===== src/rtl/phase_seq_pkg.sv =====
// Shared state encoding and default timing constants for phase_sequencer.
package phase_seq_pkg;

   typedef enum logic [1:0] {
      PH_CLEAR  = 2'd0,
      PH_GREEN  = 2'd1,
      PH_YELLOW = 2'd2,
      PH_FLASH  = 2'd3
   } phase_state_e;

   localparam logic [1:0] ST_CLEAR  = PH_CLEAR;
   localparam logic [1:0] ST_GREEN  = PH_GREEN;
   localparam logic [1:0] ST_YELLOW = PH_YELLOW;
   localparam logic [1:0] ST_FLASH  = PH_FLASH;

   localparam int unsigned DEF_NUM_APP   = 4;
   localparam int unsigned DEF_TMR_W     = 8;
   localparam int unsigned DEF_MIN_GREEN = 5;
   localparam int unsigned DEF_MAX_GREEN = 20;
   localparam int unsigned DEF_YEL_TICKS = 3;
   localparam int unsigned DEF_CLR_TICKS = 2;

endpackage


===== src/rtl/phase_sequencer_if.sv =====
// Request/lamp bundle between the intersection controller and its environment.
interface phase_sequencer_if
   import phase_seq_pkg::*;
#(
   parameter int unsigned NUM_APP = DEF_NUM_APP
);
   logic               tick;
   logic [NUM_APP-1:0] req;
   logic               flash_req;
   logic [NUM_APP-1:0] green;
   logic [NUM_APP-1:0] yellow;
   logic               all_red;
   logic               flash;
   logic [NUM_APP-1:0] served;

   modport master (
      output tick, req, flash_req,
      input  green, yellow, all_red, flash, served
   );

   modport slave (
      input  tick, req, flash_req,
      output green, yellow, all_red, flash, served
   );
endinterface


===== src/rtl/phase_sequencer_rr_arbiter.sv =====
// Round-robin search: first set request at or after i_ptr, wrapping past the top index.
module rr_arbiter #(
   parameter  int unsigned NUM_APP = 4,
   localparam int unsigned IDX_W   = $clog2(NUM_APP)
) (
   input  logic [NUM_APP-1:0] i_req,
   input  logic [IDX_W-1:0]   i_ptr,
   output logic [NUM_APP-1:0] o_grant,
   output logic [IDX_W-1:0]   o_idx,
   output logic               o_valid
);

   always_comb begin
      logic [IDX_W-1:0] pos;
      o_grant = '0;
      o_idx   = '0;
      o_valid = 1'b0;
      pos     = '0;
      for (int unsigned k = 0; k < NUM_APP; k++) begin
         pos = IDX_W'((32'(i_ptr) + k) % NUM_APP);
         if (!o_valid && i_req[pos]) begin
            o_valid      = 1'b1;
            o_idx        = pos;
            o_grant[pos] = 1'b1;
         end
      end
   end

endmodule


===== src/rtl/phase_sequencer.sv =====
// Traffic phase sequencer: CLEAR -> GREEN -> YELLOW -> CLEAR with round-robin service.
// Optional maintenance flash mode is built only when PHASE_SEQ_FLASH_EN is defined.
module phase_sequencer
   import phase_seq_pkg::*;
#(
   parameter int unsigned NUM_APP   = DEF_NUM_APP,
   parameter int unsigned TMR_W     = DEF_TMR_W,
   parameter int unsigned MIN_GREEN = DEF_MIN_GREEN,
   parameter int unsigned MAX_GREEN = DEF_MAX_GREEN,
   parameter int unsigned YEL_TICKS = DEF_YEL_TICKS,
   parameter int unsigned CLR_TICKS = DEF_CLR_TICKS
) (
   input  logic               i_clk,
   input  logic               i_rst_n,
   phase_sequencer_if.slave   io_bus
);

   localparam int unsigned      IDX_W    = $clog2(NUM_APP);
   localparam logic [TMR_W-1:0] TMR_SAT  = '1;
   localparam logic [TMR_W-1:0] MIN_T    = TMR_W'(MIN_GREEN);
   localparam logic [TMR_W-1:0] MAX_T    = TMR_W'(MAX_GREEN);
   localparam logic [TMR_W-1:0] YEL_T    = TMR_W'(YEL_TICKS);
   localparam logic [TMR_W-1:0] CLR_T    = TMR_W'(CLR_TICKS);
   localparam logic [IDX_W-1:0] LAST_IDX = IDX_W'(NUM_APP - 1);

   logic [1:0]         r_state;
   logic [1:0]         w_state_nx;
   logic [TMR_W-1:0]   r_tmr;
   logic [TMR_W-1:0]   w_tmr_nx;
   logic [TMR_W-1:0]   w_tmr_inc;
   logic [IDX_W-1:0]   r_cur;
   logic [IDX_W-1:0]   w_cur_nx;
   logic [IDX_W-1:0]   r_last;
   logic [IDX_W-1:0]   w_last_nx;
   logic [IDX_W-1:0]   w_ptr;
   logic [IDX_W-1:0]   w_arb_idx;
   logic [NUM_APP-1:0] w_arb_grant;
   logic               w_arb_valid;
   logic [NUM_APP-1:0] w_cur_oh;
   logic [NUM_APP-1:0] w_nx_oh;
   logic               w_own;
   logic               w_rival;
   logic               w_green_exit;
   logic               w_serve;
   logic               w_flash_go;
   logic [NUM_APP-1:0] r_green;
   logic [NUM_APP-1:0] r_yellow;
   logic [NUM_APP-1:0] r_served;
   logic               r_all_red;

   assign w_ptr = (r_last == LAST_IDX) ? '0 : r_last + 1'b1;

   rr_arbiter #(
      .NUM_APP (NUM_APP)
   ) u_rr_arbiter (
      .i_req   (io_bus.req),
      .i_ptr   (w_ptr),
      .o_grant (w_arb_grant),
      .o_idx   (w_arb_idx),
      .o_valid (w_arb_valid)
   );

   assign w_tmr_inc = (r_tmr == TMR_SAT) ? r_tmr : r_tmr + 1'b1;
   assign w_cur_oh  = NUM_APP'(1) << r_cur;
   assign w_own     = |(io_bus.req & w_cur_oh);
   assign w_rival   = |(io_bus.req & ~w_cur_oh);

   // Idle own request ends green at MIN; a held request yields only to a waiting rival at MAX.
   assign w_green_exit = io_bus.tick &&
                         (((w_tmr_inc >= MIN_T) && !w_own) || (w_rival && (w_tmr_inc >= MAX_T)));

`ifdef PHASE_SEQ_FLASH_EN
   assign w_flash_go = io_bus.flash_req;
`else
   logic w_unused_flash_req;
   assign w_unused_flash_req = io_bus.flash_req;
   assign w_flash_go         = 1'b0;
`endif

   always_comb begin
      w_state_nx = r_state;
      w_tmr_nx   = io_bus.tick ? w_tmr_inc : r_tmr;
      w_cur_nx   = r_cur;
      w_last_nx  = r_last;
      w_nx_oh    = w_cur_oh;
      w_serve    = 1'b0;
      if (w_flash_go) begin
         w_state_nx = ST_FLASH;
         if (r_state != ST_FLASH) w_tmr_nx = '0;
      end else begin
         case (r_state)
            ST_CLEAR: begin
               if (io_bus.tick && (w_tmr_inc >= CLR_T) && w_arb_valid) begin
                  w_state_nx = ST_GREEN;
                  w_tmr_nx   = '0;
                  w_cur_nx   = w_arb_idx;
                  w_nx_oh    = w_arb_grant;
               end
            end
            ST_GREEN: begin
               if (w_green_exit) begin
                  w_state_nx = ST_YELLOW;
                  w_tmr_nx   = '0;
                  w_last_nx  = r_cur;
                  w_serve    = 1'b1;
               end
            end
            ST_YELLOW: begin
               if (io_bus.tick && (w_tmr_inc >= YEL_T)) begin
                  w_state_nx = ST_CLEAR;
                  w_tmr_nx   = '0;
               end
            end
            default: begin
               w_state_nx = ST_CLEAR;
               w_tmr_nx   = '0;
            end
         endcase
      end
   end

   // Lamps are registered from next-state so they line up with the state register.
   always_ff @(posedge i_clk or negedge i_rst_n) begin
      if (!i_rst_n) begin
         r_state   <= ST_CLEAR;
         r_tmr     <= '0;
         r_cur     <= '0;
         r_last    <= LAST_IDX;
         r_green   <= '0;
         r_yellow  <= '0;
         r_served  <= '0;
         r_all_red <= 1'b1;
      end else begin
         r_state   <= w_state_nx;
         r_tmr     <= w_tmr_nx;
         r_cur     <= w_cur_nx;
         r_last    <= w_last_nx;
         r_green   <= (w_state_nx == ST_GREEN)  ? w_nx_oh : '0;
         r_yellow  <= (w_state_nx == ST_YELLOW) ? w_nx_oh : '0;
         r_served  <= w_serve ? w_cur_oh : '0;
         r_all_red <= (w_state_nx == ST_CLEAR);
      end
   end

`ifdef PHASE_SEQ_FLASH_EN
   logic r_flash;

   always_ff @(posedge i_clk or negedge i_rst_n) begin
      if (!i_rst_n) begin
         r_flash <= 1'b0;
      end else if (w_state_nx != ST_FLASH) begin
         r_flash <= 1'b0;
      end else if (r_state != ST_FLASH) begin
         r_flash <= 1'b1;
      end else if (io_bus.tick) begin
         r_flash <= ~r_flash;
      end
   end

   assign io_bus.flash = r_flash;
`else
   assign io_bus.flash = 1'b0;
`endif

   assign io_bus.green   = r_green;
   assign io_bus.yellow  = r_yellow;
   assign io_bus.all_red = r_all_red;
   assign io_bus.served  = r_served;

endmodule


===== src/flat_wrapper.sv =====
// flat-port wrapper written by rule: the top's interface ports become plain ports
module phase_sequencer_flat import phase_seq_pkg::*;
#(
   parameter int unsigned NUM_APP   = DEF_NUM_APP,
   parameter int unsigned TMR_W     = DEF_TMR_W,
   parameter int unsigned MIN_GREEN = DEF_MIN_GREEN,
   parameter int unsigned MAX_GREEN = DEF_MAX_GREEN,
   parameter int unsigned YEL_TICKS = DEF_YEL_TICKS,
   parameter int unsigned CLR_TICKS = DEF_CLR_TICKS
)
  (i_clk, i_rst_n, io_bus_tick, io_bus_req, io_bus_flash_req, io_bus_green, io_bus_yellow, io_bus_all_red, io_bus_flash, io_bus_served);
  phase_sequencer_if #(.NUM_APP(NUM_APP)) io_bus_i ();
  input  logic i_clk;
  input  logic i_rst_n;
  input wire logic [$bits(io_bus_i.tick)-1:0] io_bus_tick;
  input wire logic [$bits(io_bus_i.req)-1:0] io_bus_req;
  input wire logic [$bits(io_bus_i.flash_req)-1:0] io_bus_flash_req;
  output wire logic [$bits(io_bus_i.green)-1:0] io_bus_green;
  output wire logic [$bits(io_bus_i.yellow)-1:0] io_bus_yellow;
  output wire logic [$bits(io_bus_i.all_red)-1:0] io_bus_all_red;
  output wire logic [$bits(io_bus_i.flash)-1:0] io_bus_flash;
  output wire logic [$bits(io_bus_i.served)-1:0] io_bus_served;
  assign io_bus_i.tick = io_bus_tick;
  assign io_bus_i.req = io_bus_req;
  assign io_bus_i.flash_req = io_bus_flash_req;
  assign io_bus_green = io_bus_i.green;
  assign io_bus_yellow = io_bus_i.yellow;
  assign io_bus_all_red = io_bus_i.all_red;
  assign io_bus_flash = io_bus_i.flash;
  assign io_bus_served = io_bus_i.served;
  phase_sequencer #(.NUM_APP(NUM_APP), .TMR_W(TMR_W), .MIN_GREEN(MIN_GREEN), .MAX_GREEN(MAX_GREEN), .YEL_TICKS(YEL_TICKS), .CLR_TICKS(CLR_TICKS)) u_core (.i_clk(i_clk), .i_rst_n(i_rst_n), .io_bus(io_bus_i));
endmodule

===== config.mk =====
export PLATFORM = sky130hd
export DESIGN_NAME = phase_sequencer_flat
export DESIGN_NICKNAME = d
export VERILOG_FILES = /design/src/rtl/phase_seq_pkg.sv /design/src/rtl/phase_sequencer_if.sv /design/src/rtl/phase_sequencer_rr_arbiter.sv /design/src/rtl/phase_sequencer.sv /design/src/flat_wrapper.sv
export SDC_FILE = /design/constraint.sdc
export NUM_CORES = 1
export LEC_CHECK = 0
export ABC_AREA = 1
export ABC_CLOCK_PERIOD_IN_PS = 6900
export CORE_ASPECT_RATIO = 1.25
export CORE_UTILIZATION = 58
export CTS_CLUSTER_SIZE = 30
export DETAILED_ROUTE_END_ITERATION = 8
export PLACE_DENSITY = 0.89
export SLEW_MARGIN = 20
export SYNTH_ARGS = -nofsm -noshare
export SYNTH_HDL_FRONTEND = slang
export SYNTH_SLANG_ARGS = --single-unit

===== constraint.sdc =====
create_clock -name i_clk -period 6.9 [get_ports i_clk]
set_clock_uncertainty 0.2 [all_clocks]
set_input_delay 1.035 -clock i_clk [delete_from_list [all_inputs] [get_ports i_clk]]
set_output_delay 1.035 -clock i_clk [all_outputs]
set_load 0.005 [all_outputs]

==> results of run 1 <==
## routing by layer
metal  GRT usage  vias to the layer above  share of wire
li1            -                     1044              -
met1       0.296                      962           0.40
met2       0.473                       72           0.52
met3      0.0448                       17          0.048
met4       0.122                        0          0.035
met5           0                        -              0
## power by group through the flow
stage | Combinational [µW] | Clock [µW] | Sequential [µW]
global route | 743 | 101 | 266
global placement | 628 | 0 | 259
CTS | 651 | 94.9 | 258
detailed placement | 645 | 0 | 261
finish | 656 | 93.9 | 260
floorplan | 490 | 0 | 254
## final cells by class
class / instances / share of cell area
sequential: 27 / 0.287
tap: 39 / 0.0206
timing repair buffer: 20 / 0.0835
inverter: 40 / 0.0634
clock buffer: 3 / 0.0174
multi-input combinational: 240 / 0.525
clock inverter: 1 / 0.00317
## critical path, delay by kind of cell
family                 cells  cell delay (ns)
and+or+nand+nor            8             1.01
AOI/OAI and AO/OA          2             0.31
buffers and inverters      2             0.56
## cells in the mapped netlist
cell type  number  area, µm²
nand3_2         4       40.0
dfrtp_1        24        601
nor2_1         30        113
nand3b_1        2       15.0
o21ai_2         2       17.5
nand2_2         8       50.1
xor2_1          1       8.76
dfstp_2         3       78.8
ha_1            7       87.6
nand2_4         3       33.8
nand2_1        90        338
nand4_4         1       21.3
nor2_8          1       20.0
inv_2           1       3.75
a221oi_1        1       8.76
o2111ai_1       1       8.76
o21ai_0        16       80.1
nor2_4          2       22.5
buf_4           1       7.51
inv_1          39        146
nand4_1         2       12.5
a21oi_1        12       60.1
conb_1          1       3.75
xnor2_1         1       8.76
nand3_1        49        245
nor2_2          4       25.0
clkbuf_1        1       3.75
a31oi_1         1       6.26
nand3_4         1       17.5
buf_6           2       22.5
## sequential cells by signal, summed over array words and instances (netlist names)
signal                 cells
u_core.io_bus.all_red      1
u_core.io_bus.green        4
u_core.io_bus.served       4
u_core.io_bus.yellow       4
u_core.r_cur               2
u_core.r_last              2
u_core.r_state             2
u_core.r_tmr               8
## per-stage QoR
step	cell area (µm²)	power, µW	hold slack [ns]	util	setup slack (ns)
2_1_floorplan	2110	745	0.290	-	4.53
3_3_place_gp	2320	886	0.300	0.666	3.74
3_5_place_dp	2320	907	0.304	0.666	3.72
4_1_cts	2370	1000	0.318	0.680	3.96
5_1_grt	2370	1110	0.341	0.680	3.78
6_report	2370	1010	0.317	0.680	3.94
## cell families after synthesis
| kind of cell | synth area share |
|---|---|
| AND/OR/NAND/NOR | 0.452 |
| buffers and inverters | 0.0873 |
| AO/OA/AOI/OAI | 0.0861 |
| flip-flops | 0.322 |
| adder cells (fa/ha/maj) | 0.0416 |
| XOR/XNOR | 0.00832 |
| other | 0.00178 |
## final timing paths
path	start	endpoint	slack, ns	depth (start not counted)
max in group asynchronous	i_rst_n	u_core.r_last[1]	5.29	2
worst max-delay path	io_bus_req[1]	u_core.io_bus.yellow[1]	3.94	12
worst min register to register	u_core.r_last[1]	u_core.r_last[1]	0.32	2
worst max register to register	u_core.r_last[0]	u_core.io_bus.yellow[1]	4.24	12
min in group asynchronous	i_rst_n	u_core.io_bus.green[0]	0.91	2
worst min-delay path	u_core.r_last[1]	u_core.r_last[1]	0.32	2
==> metrics, run 1 <==
combinational power share=0.650; pins over their slew limit=0; Critical Path Max Stage Delay=about 0.50 ns; max-cap violations=0; Clk pin slew, worst setup/hold paths=about 0.10 ns; Ports=22; maximum clock frequency=around 340 MHz; gr usage total=0.261; Setup CP Type=input port to flop; Max H-tree Level=1; drt wl/cell=between 10 and 15 µm; Critical Path RT=roughly 7 ns; Clock power frac=0.093; most common cell after layout, fill and taps aside=nand2_1; Hold Vio Cnt, Final=0; Sw Ratio=0.524; initial antenna violation count=0; full die area=3880 µm²; Max clock buf depth=2; clk_lat worst skew=about 0.28 ns; worst rel slew slack=0.500; Post-Synthesis Cells=slightly above 300; peak supply drop=approximately 0.32 mV; fin crit share=0.429; internal power=approximately 480 µW; initial core utilization=0.605; Layout Cells excl Fill=370; register area share after synthesis=0.322; Cell variety after synth=30; LEAKAGE=roughly 0.0012 µW; FP Rows=24; GPL Wtd Cong=0.935; Num CTS Buffers=3; gr ovfl total=0; first-pass GRT wire length=8230 µm; status=finished, final reports clean; fillers=about 300; crit path time final=roughly 3 ns; CP Cell Sequence=clkdlybuf4s50_1 -> inv_1 -> o21ai_0 -> nand2_1 -> nand2_2 -> nor2_2 -> nand3_2 -> nand3_4 -> nor2_4 -> nand2_1 -> nand2_1 -> a21oi_1; switching power=530 µW; Synth Register Bits=27; Port Buffer Count=19; sequential power share=0.257; nets=between 300 and 400; HP Class=flop to flop; Crit. End Element=flop; Area growth syn-to-layout=12.4%; CTS tree=done; Crit Path Max Fanout=9; placed cell count=366; drt initial violations=106; Reg area=679 µm²; crit start category=input port; Synth Cell Area=~2100 µm²; Slowest-stage cell, CP=clkdlybuf4s50_1; post-route DRC violation count=0; Post-CTS Hold Buffers=0; vias per inst=roughly 5.7; Die Wd=between 50 and 60 µm; crit path DAT=between 2 and 3 ns; Worst Max-Slew Pin Slew=around 0.75 ns; die span in y=~69 µm; n_diodes=0; area of the multi-input gates=~1200 µm²; most frequent cells in the layout=nand2_1 (90), nand3_1 (49), inv_1 (39); post-DP HPWL=between 3000 and 4000 µm; postcts setup bufs=0; CTS root buffer=clkbuf_8; CTS Sinks=27; fraction of layout cells with a size suffix above 1=0.106; Yosys warnings=0; count of final setup violators=0; router iterations before antenna repair=4; P per Cell Area=~430 nW/µm²; Syn Area/Cell=6.77 µm²; setup TNS=0 ns; core area=roughly 3500 µm²; largest net degree at the start of global routing=28; routed vias=about 2100; post-route ant nets=0; number of global-route vias before repair=roughly 2000; cts repair resizes=0; most frequent CP cell=nand2_1; syn_nets=between 300 and 400; Post-Route WL=about 4700 µm; RSZ-0062 raised after global routing=no
Power figures use the tool's default switching activity.
==> inputs of run 2 (changes only) <==
- ABC_CLOCK_PERIOD_IN_PS: 6900 -> 2590
- CORE_UTILIZATION: 58 -> 51
- PLACE_DENSITY: 0.89 -> 0.84
- clock period: 6.9 -> 2.59 ns (I/O delays scaled with it)
==> run 2 against run 1 <==
Net effect:
- power grew to 2.7 times the previous value
- sequential power grew to 2.6 times the previous value
- highest routed layer unchanged
- combinational power increased to 2.8 times the previous value
- sequential cell count is the same
- count of clock-buffer cells in the layout stayed put
==> metrics, run 2 (same netlist as run 1, synthesis figures left out) <==
largest net degree at the start of global routing=28; Port Buffer Count=19; Setup CP Type=flop to flop; worst rel slew slack=0.632; P per Cell Area=1130 nW/µm²; Clk pin slew, worst setup/hold paths=0.10 ns; Max H-tree Level=1; first-pass GRT wire length=about 7900 µm; GPL Wtd Cong=approximately 0.87; Crit. End Element=flop; Post-CTS Hold Buffers=0; Worst Setup EP=u_core.io_bus.yellow[0]; router iterations before antenna repair=5; Crit Path Max Fanout=6; post-route DRC violation count=0; LEAKAGE=~0.0013 µW; Slowest-stage cell, CP=dfstp_2; HP Class=input port to async pin; peak supply drop=about 0.78 mV; Worst Max-Slew Pin Slew=around 0.55 ns; postcts setup bufs=0; crit start category=flop; crit path DAT=2.33 ns; maximum clock frequency=between 400 and 500 MHz; worst reg-to-reg setup slack=around 0.22 ns; Post-Route WL=4730 µm; Critical Path Max Stage Delay=approximately 0.57 ns; drt wl/cell=12.1 µm; full die area=approximately 4400 µm²; most frequent cells in the layout=nand2_1 (90), nand3_1 (49), inv_1 (39); fin crit share=0.914; DP Worst Slack=roughly 0.15 ns; Max clock buf depth=2; Hold Vio Cnt, Final=0; CTS Sinks=27; max FFs per register=8; crit path time final=roughly 2.4 ns; Critical Path RT=between 2 and 3 ns; status=finished, final reports clean; core area=3880 µm²; routed vias=2062; crit path launch=u_core.r_last[0]; nets=~350; count of final setup violators=0; max-cap violations=0; pins over their slew limit=0; gr usage total=0.234; initial core utilization=0.543; drt initial violations=97; number of global-route vias before repair=1922; Largest Register=u_core.r_tmr; n_diodes=0; initial antenna violation count=0; most common cell after layout, fill and taps aside=nand2_1; die span in y=between 70 and 80 µm; final worst setup slack=0.222 ns; Num CTS Buffers=3; r2r endpoint=u_core.io_bus.yellow[0]; post-route ant nets=0; gr ovfl total=0; CP Cell Sequence=inv_1 -> ha_1 -> inv_1 -> nand3_2 -> nand2_4 -> inv_1 -> nand3_1 -> nand2_1 -> inv_1 -> nand2_1 -> nor2_1 -> nand2_1 -> nand2_1 -> a21oi_1; CTS root buffer=clkbuf_8; vias per inst=around 5.3; FP Rows=25; CTS tree=done; Ports=22; fraction of layout cells with a size suffix above 1=0.136; Area growth syn-to-layout=16.5%; Die Wd=around 60 µm; cts repair resizes=0; clk_lat worst skew=0.28 ns; r2r startpoint=u_core.r_last[0]; reg2reg path depth=14; total power=2780 µW; post-DP HPWL=around 3700 µm
run 2: changes by cell type in the layout (fill, tap and decap cells not counted), sizes merged:
cell	previous run	this run
buf	1	7
run 2: worst min-delay path by stage:
stage | cells past startpoint | slack, ns | to | start
4_1_cts | 2 | 0.29 | u_core.io_bus.yellow[2] | i_rst_n
3_5_place_dp | 2 | 0.32 | u_core.r_last[1] | u_core.r_last[1]
2_1_floorplan | 0 | -0.11 | u_core.io_bus.green[0] | i_rst_n
6_report | 2 | 0.27 | u_core.io_bus.yellow[2] | i_rst_n
5_1_grt | 2 | 0.30 | u_core.io_bus.yellow[2] | i_rst_n
3_3_place_gp | 2 | 0.31 | u_core.r_last[1] | u_core.r_last[1]
run 2: critical path, delay by kind of cell, from the launching register on:
kind / cells / cell delay, ns
AND/OR/NAND/NOR: 8 / 0.73
buffers and inverters: 4 / 0.36
adder cells (fa/ha/maj): 1 / 0.33
AO/OA/AOI/OAI: 1 / 0.04
flip-flops: 1 / 0.57
run 2: stage by stage:
step	area [µm²]	instances	util	hold WS (ns)	setup TNS, ns
floorplan	2110	311	-	-0.107	0
global placement	2380	387	0.615	0.312	0
detailed placement	2380	387	0.615	0.319	0
CTS	2430	391	0.627	0.293	0
global route	2450	391	0.633	0.304	-0.00643
finish	2450	391	0.633	0.274	0
run 2: power by group:
group / switching [µW] / internal (µW) / total, µW
combinational: 1180 / 657 / 1840
sequential: 110 / 575 / 685
clock: 144 / 110 / 254
run 2: cell type report:
cell class | instances | area [µm²]
Sequential cell | 27 | 679
Tap cell | 54 | 67.6
Clock buffer | 3 | 41.3
Inverter | 40 | 150
Fill cell | 381 | 1420
Multi-Input combinational cell | 240 | 1270
Clock inverter | 1 | 7.51
Timing Repair Buffer | 26 | 243
run 2: routing by layer:
metal,vias up,global-route usage,part of all wire
met5,-,0,0
met4,0,0.0749,0.013
met3,9,0.0299,0.035
met2,48,0.428,0.54
met1,954,0.278,0.42
li1,1051,-,-
